### config.mk
export PLATFORM = sky130hd
export DESIGN_NAME = reg_scoreboard
export DESIGN_NICKNAME = d
export VERILOG_FILES = /design/src/rtl/reg_scoreboard.sv
export SDC_FILE = /design/constraint.sdc
export NUM_CORES = 1
export LEC_CHECK = 0
export CORE_ASPECT_RATIO = 0.7
export CORE_UTILIZATION = 25
export DETAILED_ROUTE_END_ITERATION = 8
export GPL_TIMING_DRIVEN = 0
export PLACE_DENSITY_LB_ADDON = 0.12
export SLEW_MARGIN = 20
export SYNTH_ARGS = -nofsm -noshare
export SYNTH_HDL_FRONTEND = slang
export SYNTH_SLANG_ARGS = --single-unit
### constraint.sdc
create_clock -name clk -period 5.5 [get_ports clk]
set_clock_uncertainty 0.15 [all_clocks]
set_input_delay 0.825 -clock clk [delete_from_list [all_inputs] [get_ports clk]]
set_output_delay 0.825 -clock clk [all_outputs]
set_load 0.05 [all_outputs]
### src/rtl/reg_scoreboard.sv
// Register-bank scoreboard: tracks in-flight register writes and gates issue on RAW/WAW hazards.
// A writeback in the current cycle releases its hazard in that same cycle, so issue latency is zero.
module reg_scoreboard #(
    parameter int STALL_CNT_W = 16
) (
    input  logic                   clk,
    input  logic                   rst,
    input  logic                   iss_valid,
    input  logic [4:0]             iss_rs,
    input  logic [4:0]             iss_rt,
    input  logic [4:0]             iss_rd,
    input  logic                   iss_use_rs,
    input  logic                   iss_use_rt,
    input  logic                   iss_wr_rd,
    output logic                   iss_ready,
    input  logic                   wb_valid,
    input  logic [4:0]             wb_reg,
    input  logic                   flush,
    output logic [31:0]            pending,
    output logic [5:0]             inflight_cnt,
    output logic [STALL_CNT_W-1:0] stall_cnt,
    output logic                   wb_err
);

    logic [31:0]            pending_q, pending_d;
    logic [5:0]             inflight_cnt_q, inflight_cnt_d;
    logic [STALL_CNT_W-1:0] stall_cnt_q, stall_cnt_d;
    logic                   wb_err_q, wb_err_d;

    logic [31:0] set_mask;
    logic [31:0] clr_mask;
    logic [31:0] eff_pend;
    logic        hazard;
    logic        issue;
    logic        cnt_inc;
    logic        cnt_dec;

    // r0 is hardwired clear, so slot 0 of every mask stays zero.
    assign set_mask[0] = 1'b0;
    assign clr_mask[0] = 1'b0;
    assign eff_pend[0] = 1'b0;

    generate
        for (genvar gi = 1; gi < 32; gi++) begin : g_reg
            assign set_mask[gi] = issue && iss_wr_rd && (iss_rd == 5'(gi));
            assign clr_mask[gi] = wb_valid && (wb_reg == 5'(gi));
            assign eff_pend[gi] = pending_q[gi] && !clr_mask[gi];
        end
    endgenerate

    always_comb begin
        hazard = (iss_use_rs && eff_pend[iss_rs])
              || (iss_use_rt && eff_pend[iss_rt])
              || (iss_wr_rd  && eff_pend[iss_rd]);
    end

    // Reset holds pending at zero, so only flush can stall while rst is high; reset masks it.
    assign iss_ready = !hazard && !(flush && !rst);
    assign issue     = iss_valid && iss_ready;

    // Count changes only for bits that actually flip; a same-cycle set/clear of one register nets zero.
    assign cnt_inc = |(set_mask & ~pending_q);
    assign cnt_dec = |(clr_mask & pending_q & ~set_mask);

    always_comb begin
        pending_d      = pending_q;
        inflight_cnt_d = inflight_cnt_q;
        stall_cnt_d    = stall_cnt_q;
        wb_err_d       = wb_err_q;

        if (flush) begin
            pending_d      = 32'd0;
            inflight_cnt_d = 6'd0;
        end else begin
            pending_d      = (pending_q & ~clr_mask) | set_mask;
            inflight_cnt_d = inflight_cnt_q + {5'd0, cnt_inc} - {5'd0, cnt_dec};
        end

        if (iss_valid && !iss_ready && (stall_cnt_q != {STALL_CNT_W{1'b1}})) begin
            stall_cnt_d = stall_cnt_q + STALL_CNT_W'(1);
        end

        if (wb_valid && (wb_reg != 5'd0) && !pending_q[wb_reg]) begin
            wb_err_d = 1'b1;
        end
    end

    always_ff @(posedge clk or posedge rst) begin
        if (rst) begin
            pending_q      <= 32'd0;
            inflight_cnt_q <= 6'd0;
            stall_cnt_q    <= '0;
            wb_err_q       <= 1'b0;
        end else begin
            pending_q      <= pending_d;
            inflight_cnt_q <= inflight_cnt_d;
            stall_cnt_q    <= stall_cnt_d;
            wb_err_q       <= wb_err_d;
        end
    end

    assign pending      = pending_q;
    assign inflight_cnt = inflight_cnt_q;
    assign stall_cnt    = stall_cnt_q;
    assign wb_err       = wb_err_q;

endmodule

==> impl_metrics.yaml, run 1 <==
timing:
  layout_min_cycle_time_ps: 5450
  drv_slew: 0
  maxClockFrequency_ghz: 0.184
  finalSetupViolations: 0
  finalCritPeriodShare_pct: 99.0
  max_slew.worst_pin.slew_ps: 809
  finalHoldViolCount: 0
  slew_headroom_pct: 46.1
  rsz0062_at_grt: "yes"
logic_synthesis:
  mappedNetlistArea_um2: 5230
  synthDistinctLibCells: 78
  synth_edf_count: 0
  yosysWarnings: 0
  syn_inst: 673
  synth_fp_nets: 709
  synth_seq_area_share_pct: 25.8
  synthArstFlopShare_pct: 100
  syn_area_per_cell_um2: 7.77
  ys_seq_elements: 54
  synth_ff_type: "dfrtp_1"
clocking:
  clock_latency_ps: 310
  cts_buffers: 5
  cts_tree: "built"
  cts_sinks: 54
  clkTransAtPathRegs_ps: 80
  cts_buffer_depth: 2
  cts_root_buf: "clkbuf_16"
  htreeDepth: 2
critical_path:
  r2r_slack_ps: 580
  cp-start-kind: "input port"
  cp-end-kind: "flop"
  critPathSlowestCell: "or4_4"
  slowest_delay_ps: 600
  worstPathCellList: "clkdlybuf4s50_1 > clkbuf_4 > nor2_1 > o21ai_0 > o2111ai_1 > a311oi_1 > or4_4 > or2_4 > a221oi_4 > o2111ai_4 > ha_4 > inv_2 > ha_4 > inv_2 > fa_2 > inv_2 > a21o_1 > a21oi_2 > xor2_1 > nor2_1"
  critical_path.endpoint: "inflight_cnt[4]"
  r2r_end: "inflight_cnt[4]"
  crit_type: "in2reg"
  critPathMaxFanout: 10
  crit_top_cell: "inv_2"
  r2r-start: "pending[29]"
  critPathLaunch: "iss_rd[2]"
  cp_data_required_time_ps: 5530
  crit_arrival_ps: 5480
  rr_worst_depth: 18
global_route:
  grt_usage_pct: 27.0
  grt_pass1_vias: 5988
  grt_overflow_total: 0
  grt_first_pass_wirelength_mm: 41.7
  antenna_found_initial: 1
  grt_start_max_net_pins: 54
placed_design:
  hpwl_mm: 21.7
  dp.cells: 1019
  postPlaceCellArea_um2: 6350
  globalplace.congestion: 0.981
  portBuffers: 75
die:
  die_h_um: 123
  die_x_um: 175
  rows: 43
  design.core.area_um2: 20200
  fp.dieArea_um2: 21500
  start_util_pct: 25.9
  ios: 84
power:
  leakage_nw: 2.80
  ir_drop_v: 0.000187
  power_w: 0.00140
  power_density_nw_per_um2: 192
flow_run:
  max-cap-violations: 0
drt:
  num_vias: 6383
  drtIter0Drc: 869
  drt-total-wl_mm: 28.9
  wl_per_cell_um: 27.2
  final_antenna_net_count: 0
  drtPass1Iterations: 7
  viasPerCell: 6.00
  drc_errors: 0
finish:
  nets: 828
  num_antenna_cells: 0
  fin_area_um2: 7310
  area_growth_pct: 39.7
  fin_cells: 1063
  layout-drive-gt1-share_pct: 21.1
min_path:
  min_path_type: "reg2reg"
status:
  status: "finished clean"
==> cells in the mapped netlist, types with 7 or more instances <==
cell / count / share of area (%)
mux2i_1: 24 / 4.6
clkbuf_1: 38 / 2.7
a21oi_1: 51 / 4.9
nand3_1: 30 / 2.9
ha_1: 7 / 1.7
xor2_1: 15 / 2.5
o211ai_1: 10 / 1.4
nand4_1: 12 / 1.4
a31oi_1: 12 / 1.4
nand2_1: 67 / 4.8
nor3_1: 19 / 1.8
mux2_2: 11 / 2.4
inv_1: 22 / 1.6
nor4_1: 7 / 0.84
o21ai_0: 44 / 4.2
nand2b_1: 19 / 2.3
o22ai_1: 8 / 0.96
dfrtp_1: 54 / 26
or2_2: 7 / 0.84
nor2b_1: 13 / 1.6
nor2_1: 52 / 3.7
==> worst max-delay path: cells and delay by family <==
kind            cells  cell delay [ps]
simple gates        4             1400
compound gates      7             1400
fa+ha+maj           3              670
buf+inv             5             1000
xor+xnor            1              150
==> metal layers <==
metal | vias to the layer above | global-route usage [%] | share of wire, %
li1 | 2774 | - | -
met1 | 3192 | 40.1 | 48
met2 | 390 | 35.7 | 38
met3 | 27 | 11.1 | 13
met4 | 0 | 5.11 | 1.3
met5 | - | 0 | 0
==> placed cells by master, fill, tap and decap left out, types with 14 or more instances in the layout <==
master | synthesis | routed
dfrtp_1 | 54 | 54
xor2_1 | 15 | 15
nand2_1 | 67 | 64
nand2b_1 | 19 | 14
clkbuf_1 | 38 | 18
inv_1 | 22 | 18
clkdlybuf4s50_1 | 0 | 68
a21oi_1 | 51 | 48
o21ai_0 | 44 | 28
nand3_1 | 30 | 30
nor3_1 | 19 | 18
mux2i_1 | 24 | 24
nor2_1 | 52 | 46
buf_4 | 3 | 34
==> logic make-up after synthesis <==
family,Yosys count,synth area share [%]
AO/OA/AOI/OAI,209,26.9
XOR/XNOR,20,3.35
adder cells (fa/ha/maj),8,2.06
buffers and inverters,75,5.98
flip-flops,54,25.8
multiplexers,40,9.11
other,1,0.0717
AND/OR/NAND/NOR,266,26.7
==> worst min-delay path by stage <==
stage	start	end	depth (start not counted)
2_1_floorplan	wb_err	wb_err	1
3_3_place_gp	wb_err	wb_err	1
3_5_place_dp	wb_err	wb_err	1
4_1_cts	wb_err	wb_err	1
5_1_grt	wb_err	wb_err	1
6_report	wb_err	wb_err	1
==> state kept, by name, indices dropped and copies added, names as in the netlist <==
| register | cells |
|---|---|
| wb_err | 1 |
| pending | 31 |
| stall_cnt | 16 |
| inflight_cnt | 6 |
==> report_power, final <==
part	internal (W)	switching [W]
sequential	0.000427	0.0000395
combinational	0.000196	0.000351
clock	0.000218	0.000172
==> through the flow <==
step | utilization (%) | hold slack [ps] | worst slack (ps) | TNS [ps]
after floorplan | - | 614 | 151 | 0
after global placement | 31.3 | 290 | -1840 | -13900
after detailed placement | 31.5 | 322 | -1860 | -14340
after CTS | 35.8 | 342 | 12.3 | 0
after global routing | 36.2 | 370 | -75.7 | -122
final | 36.2 | 343 | 54.7 | 0
==> cell type report <==
cell class / instances / area [µm²]
clock inverter: 3 / 47.5
clock buffer: 5 / 125
tap: 270 / 338
buffer: 51 / 335
sequential: 54 / 1350
timing repair buffer: 114 / 1110
fill: 2129 / 12900
inverter: 22 / 85.1
multi-input combinational: 544 / 3920
==> repair_timing <==
item                                   in CTS  in global routing
pin swaps                                  33                 17
endpoints found under the hold margin       0                  0
hold buffers                                0                  0
setup buffers                              35                  4
setup endpoints to repair                   9                  4
gates resized for setup                   150                 26
No activity file was read; power rests on OpenSTA's default activity.
==> run 2: changes to the inputs <==
CORE_UTILIZATION = 40   (was 25)
==> run 2 against run 1 <==
  * The run now ends with design-rule violations left
  * Worst hold slack lost 30 ps
  * Die area shrank 37%
  * Worst setup slack gained 40 ps
  * First-iteration DRC count grew 10%
  * Maximum frequency grew 0.74%
  * Design area shrank 6.2%
  * Highest routed layer unchanged
==> impl_metrics.yaml, run 2 (same netlist as run 1, synthesis figures left out) <==
status:
  status: "finished with violations"
  violations: "design-rule violations"
finish:
  area_growth_pct: 31.1
  nFillCells: 1210
  multi_input_area_um2: 3800
  num_antenna_cells: 0
  layout-drive-gt1-share_pct: 18.6
  largest_reg_flops: 31
  nets: 821
  seq_area_um2: 1350
  final_cell_mix: "68 x clkdlybuf4s50_1, 64 x nand2_1, 54 x dfrtp_1"
  fin_cells: 947
  final_common_cell: "clkdlybuf4s50_1"
critical_path:
  crit_top_cell: "inv_2"
  r2r_slack_ps: 550
  crit_arrival_ps: 5430
  cp_data_required_time_ps: 5530
  r2r-start: "pending[21]"
  rr_worst_depth: 19
  cp-start-kind: "input port"
  crit_type: "in2reg"
  critPathMaxFanout: 10
  r2r_end: "inflight_cnt[4]"
  cp-end-kind: "flop"
  worstPathCellList: "clkdlybuf4s50_1 > or2_2 > clkbuf_1 > a31o_2 > a21oi_1 > nor4_1 > or4_1 > or2_4 > a221oi_2 > o2111ai_2 > ha_4 > inv_2 > ha_2 > inv_2 > fa_2 > inv_2 > a21o_1 > a21oi_2 > xor2_1 > nor2_1"
  slowest_delay_ps: 640
  critPathSlowestCell: "or4_1"
clocking:
  hold_buffers: 0
  clkTransAtPathRegs_ps: 80
  cts_sinks: 54
  cts_root_buf: "clkbuf_16"
  cts_buffer_depth: 2
  clock_latency_ps: 310
  cts_buffers: 5
  cts_tree: "built"
  htreeDepth: 2
power:
  power_density_nw_per_um2: 191
  leakage_nw: 2.67
  ir_drop_v: 0.000320
  power_w: 0.00131
timing:
  finalCritPeriodShare_pct: 98.3
  rsz0062_at_grt: "no"
  layout_min_cycle_time_ps: 5410
  slew_headroom_pct: 38.3
  finalHoldViolCount: 0
  max_slew.worst_pin.slew_ps: 914
  maxClockFrequency_ghz: 0.185
  drv_slew: 0
  finalSetupViolations: 0
drt:
  wl_met1_mm: 10.4
  drc_errors: 10
  drt-total-wl_mm: 25.4
  top_layer: "met4"
  drtPass1Iterations: 7
  wl_per_cell_um: 26.8
  drtIter0Drc: 959
  dr_wl_met3_mm: 4.24
  viasPerCell: 6.89
  final_antenna_net_count: 0
  wl_met2_mm: 9.70
  num_vias: 6521
flow_run:
  max-cap-violations: 0
min_path:
  min_path_type: "reg2reg"
  worstHoldPathCells: 1
  worstHoldEndpoint: "wb_err"
  hold_start: "wb_err"
die:
  fp.dieArea_um2: 13500
  die_x_um: 139
  rows: 34
  start_util_pct: 41.6
  ios: 84
  design.core.area_um2: 12600
  die_h_um: 97.7
placed_design:
  portBuffers: 75
  hpwl_mm: 18.6
  globalplace.congestion: 1.07
  dp.cells: 911
global_route:
  grt_start_max_net_pins: 55
  grt_pass1_vias: 6245
  grt_overflow_total: 0
  antenna_found_initial: 0
  grt_first_pass_wirelength_mm: 38.4
  grt_usage_pct: 37.9
-- run 2: cell count changes in the layout (fill, tap and decap cells not counted), moves of 3 or more --
| cell | previous run | this run |
|---|---|---|
| a2111oi_1 | 0 | 3 |
| clkbuf_1 | 18 | 21 |
| clkbuf_2 | 11 | 15 |
| nand2b_2 | 3 | 0 |
| buf_6 | 13 | 3 |
| o21ai_0 | 28 | 31 |
| nand2b_1 | 14 | 17 |
| buf_2 | 4 | 7 |
-- run 2: worst max path at each step --
stage | startpoint | slack, ps | endpoint | depth (start not counted)
2_1_floorplan | wb_reg[2] | 150 | inflight_cnt[4] | 21
3_3_place_gp | wb_reg[0] | -1500 | inflight_cnt[4] | 22
3_5_place_dp | wb_reg[0] | -1480 | inflight_cnt[5] | 21
4_1_cts | iss_rd[1] | 7 | inflight_cnt[4] | 21
5_1_grt | wb_reg[2] | 10 | inflight_cnt[4] | 21
6_report | iss_rd[2] | 90 | inflight_cnt[4] | 20
-- run 2: routing by layer --
layer,global-route usage (%),vias up
met4,15.2,0
met1,51.4,3151
li1,-,2746
met2,50.3,541
met5,0,-
met3,18.8,83
-- run 2: power breakdown --
group	switching (W)	internal, W
Combinational	0.000330	0.000180
Clock	0.000166	0.000168
Sequential	0.0000411	0.000427
Total	0.000537	0.000775
-- run 2: critical path, delay by kind of cell --
family,cells,cell delay [ps]
buffers and inverters,5,940
XOR/XNOR,1,140
AO/OA/AOI/OAI,6,1210
adder cells (fa/ha/maj),3,840
AND/OR/NAND/NOR,5,1480
-- run 2: final cells by class --
class                   instances  share of cell area [%]
well taps                     162                    2.95
clock inverters                 2                   0.201
repair buffers                106                    14.2
plain buffers                  52                    4.43
multi-input cells             544                    55.5
flip-flops and latches         54                    19.7
clock buffers                   5                    1.82
inverters                      22                    1.24
-- run 2: metrics by stage --
stage | instance area, µm² | worst slack (ps) | TNS [ps] | util, % | hold WS (ps)
final | 6860 | 94.6 | 0 | 54.5 | 313
after global routing | 6860 | 14.7 | 0 | 54.5 | 345
after CTS | 6800 | 6.62 | 0 | 54.0 | 318
after detailed placement | 6220 | -1480 | -8230 | 49.4 | 300
after global placement | 6190 | -1500 | -8630 | 49.1 | 294
after floorplan | 5230 | 151 | 0 | - | 614
-- run 2: repair_timing --
action,in CTS,in global routing
gates cloned,2,0
buffers inserted,25,3
setup endpoints to repair,7,6
pin swaps,22,13
resized for setup,91,53
==> run 3: changes to the inputs <==
CORE_MARGIN = 1.5   (was not set)
==> run 3 against run 2 <==
  * The run ends with design-rule violations, negative setup slack left
  * Non-clock buffer count unchanged
  * Global-route usage fell by 1.8 points
  * Sequential power about the same
  * Clock power grew 4%
  * Sequential share of layout area down 0.19 points
  * Cell count is 0.11% higher
==> impl_metrics.yaml, run 3 (same netlist as run 1, synthesis figures left out) <==
placed_design:
  globalplace.congestion: 1.03
  portBuffers: 75
  hpwl_mm: 18.5
  postPlaceCellArea_um2: 6190
timing:
  max_slew.worst_pin.slew_ps: 753
  drv_slew: 0
  maxClockFrequency_ghz: 0.182
  finalCritPeriodShare_pct: 100
  layout_min_cycle_time_ps: 5510
  finalHoldViolCount: 0
  rsz0062_at_grt: "yes"
  finalSetupViolations: 1
  slew_headroom_pct: 49.8
  setup_slack_ps: -5.70
die:
  design.core.area_um2: 12600
  fp.dieArea_um2: 13800
  start_util_pct: 41.6
  die_h_um: 98.7
  ios: 84
  die_x_um: 140
  rows: 34
critical_path:
  cp_data_required_time_ps: 5530
  crit_type: "in2reg"
  r2r-start: "pending[21]"
  r2r_slack_ps: 450
  rr_worst_depth: 17
  cp-end-kind: "flop"
  crit_arrival_ps: 5540
  r2r_end: "inflight_cnt[5]"
  critPathMaxFanout: 10
  cp-start-kind: "input port"
power:
  leakage_nw: 2.69
  pwr-share-comb_pct: 38.5
  p_sw_share_pct: 40.9
  p_switching_w: 0.000541
  internal_power_w: 0.000782
  pwr-share-seq_pct: 35.3
  ir_drop_v: 0.000312
  power_density_nw_per_um2: 191
  clkPwrFrac_pct: 26.1
global_route:
  grt_start_max_net_pins: 55
  grt_usage_pct: 36.1
  grt_first_pass_wirelength_mm: 37.4
  grt_pass1_vias: 6047
  antenna_found_initial: 0
  grt_overflow_total: 0
finish:
  area_growth_pct: 32.4
  num_antenna_cells: 0
  final_common_cell: "clkdlybuf4s50_1"
  fin_area_um2: 6930
  layout-drive-gt1-share_pct: 17.7
  final_util_pct: 55.0
  final_cell_mix: "68 x clkdlybuf4s50_1, 65 x nand2_1, 54 x dfrtp_1"
  largest_reg_flops: 31
  nets: 821
drt:
  wl_per_cell_um: 26.7
  final_antenna_net_count: 0
  viasPerCell: 6.83
  drt-total-wl_mm: 25.3
  drc_errors: 5
  drtPass1Iterations: 8
  drtIter0Drc: 955
  num_vias: 6471
clocking:
  cts_buffer_depth: 2
  clkTransAtPathRegs_ps: 80
  clock_latency_ps: 310
  cts_sinks: 54
  htreeDepth: 2
  cts_root_buf: "clkbuf_16"
  cts_buffers: 5
  cts_tree: "built"
flow_run:
  max-cap-violations: 0
min_path:
  min_path_type: "reg2reg"
  worstHoldPathCells: 1
  hold_start: "wb_err"
  worstHoldEndpoint: "wb_err"
status:
  violations: "design-rule violations, negative setup slack"
  status: "finished with violations"
run 3: cell count changes in the layout (fill, tap and decap cells not counted), moves of 2 or more:
cell	change
buf_6	+6
buf_4	-3
clkbuf_2	-3
nor2_4	-3
o21ai_2	-3
a2111oi_1	-2
clkbuf_1	+2
clkinv_4	+2
inv_2	-2
nor2_1	+2
o21ai_0	+2
run 3: worst max-delay path, cell delays in order:
cell and delay (ps):
clkdlybuf4s50_1 610, clkbuf_2 290, nand2_2 230, nor2_1 400
o22ai_1 140, or4_1 560, a2111oi_0 450, nand4_1 220
a221oi_4 280, o2111ai_4 220, ha_4 330, inv_4 30
ha_4 140, a21o_1 170, a21oi_2 180, o21bai_1 100
a21oi_1 180, xnor2_1 130, nor2_1 50
run 3: power by group through the flow:
stage	clock network (W)	registers (W)	logic (W)
6_report	0.000346	0.000468	0.000510
5_1_grt	0.000366	0.000473	0.000537
4_1_cts	0.000350	0.000467	0.000495
3_5_place_dp	0	0.000474	0.000465
3_3_place_gp	0	0.000472	0.000465
2_1_floorplan	0	0.000571	0.000208
run 3: layout make-up:
type | instances | area [µm²]
Multi-Input combinational cell | 544 | 3850
Inverter | 22 | 87.6
Buffer | 52 | 295
Fill cell | 1204 | 5660
Clock inverter | 3 | 28.8
Clock buffer | 5 | 125
Timing Repair Buffer | 106 | 983
Sequential cell | 54 | 1350
Tap cell | 162 | 203
run 3: how the worst max path moves through the flow:
stage               startpoint              end  slack (ps)  cells after the start
detailed placement   wb_reg[0]  inflight_cnt[5]       -1570                     21
CTS                  wb_reg[0]  inflight_cnt[4]         0.2                     23
global placement     wb_reg[0]  inflight_cnt[5]       -1510                     21
global route         wb_reg[2]  inflight_cnt[5]         -90                     20
finish               iss_rd[2]  inflight_cnt[5]          -6                     19
floorplan            wb_reg[2]  inflight_cnt[4]         150                     21
run 3: what timing repair did:
item                       4_1_cts  5_1_grt
setup endpoints to repair        7        5
setup buffers                   25        6
pin swaps                       23       27
resized for setup              103       32
hold buffers                     0        0
run 3: metal layers:
layer,track usage (%),vias up,wire length [µm]
met5,0,-,0
met2,49.9,513,10100
li1,-,2750,-
met3,12.7,87,3650
met1,50.9,3121,10500
met4,14.8,0,1030
run 3: metrics by stage:
step	TNS (ps)	cells	hold WS, ps	total power (W)	setup slack, ps
2_1_floorplan	0	673	614	0.000779	151
3_3_place_gp	-8440	910	289	0.000937	-1510
3_5_place_dp	-8530	910	315	0.000939	-1570
4_1_cts	0	943	333	0.00131	0.193
5_1_grt	-122	948	367	0.00138	-89.8
6_report	-5.70	948	334	0.00132	-5.70
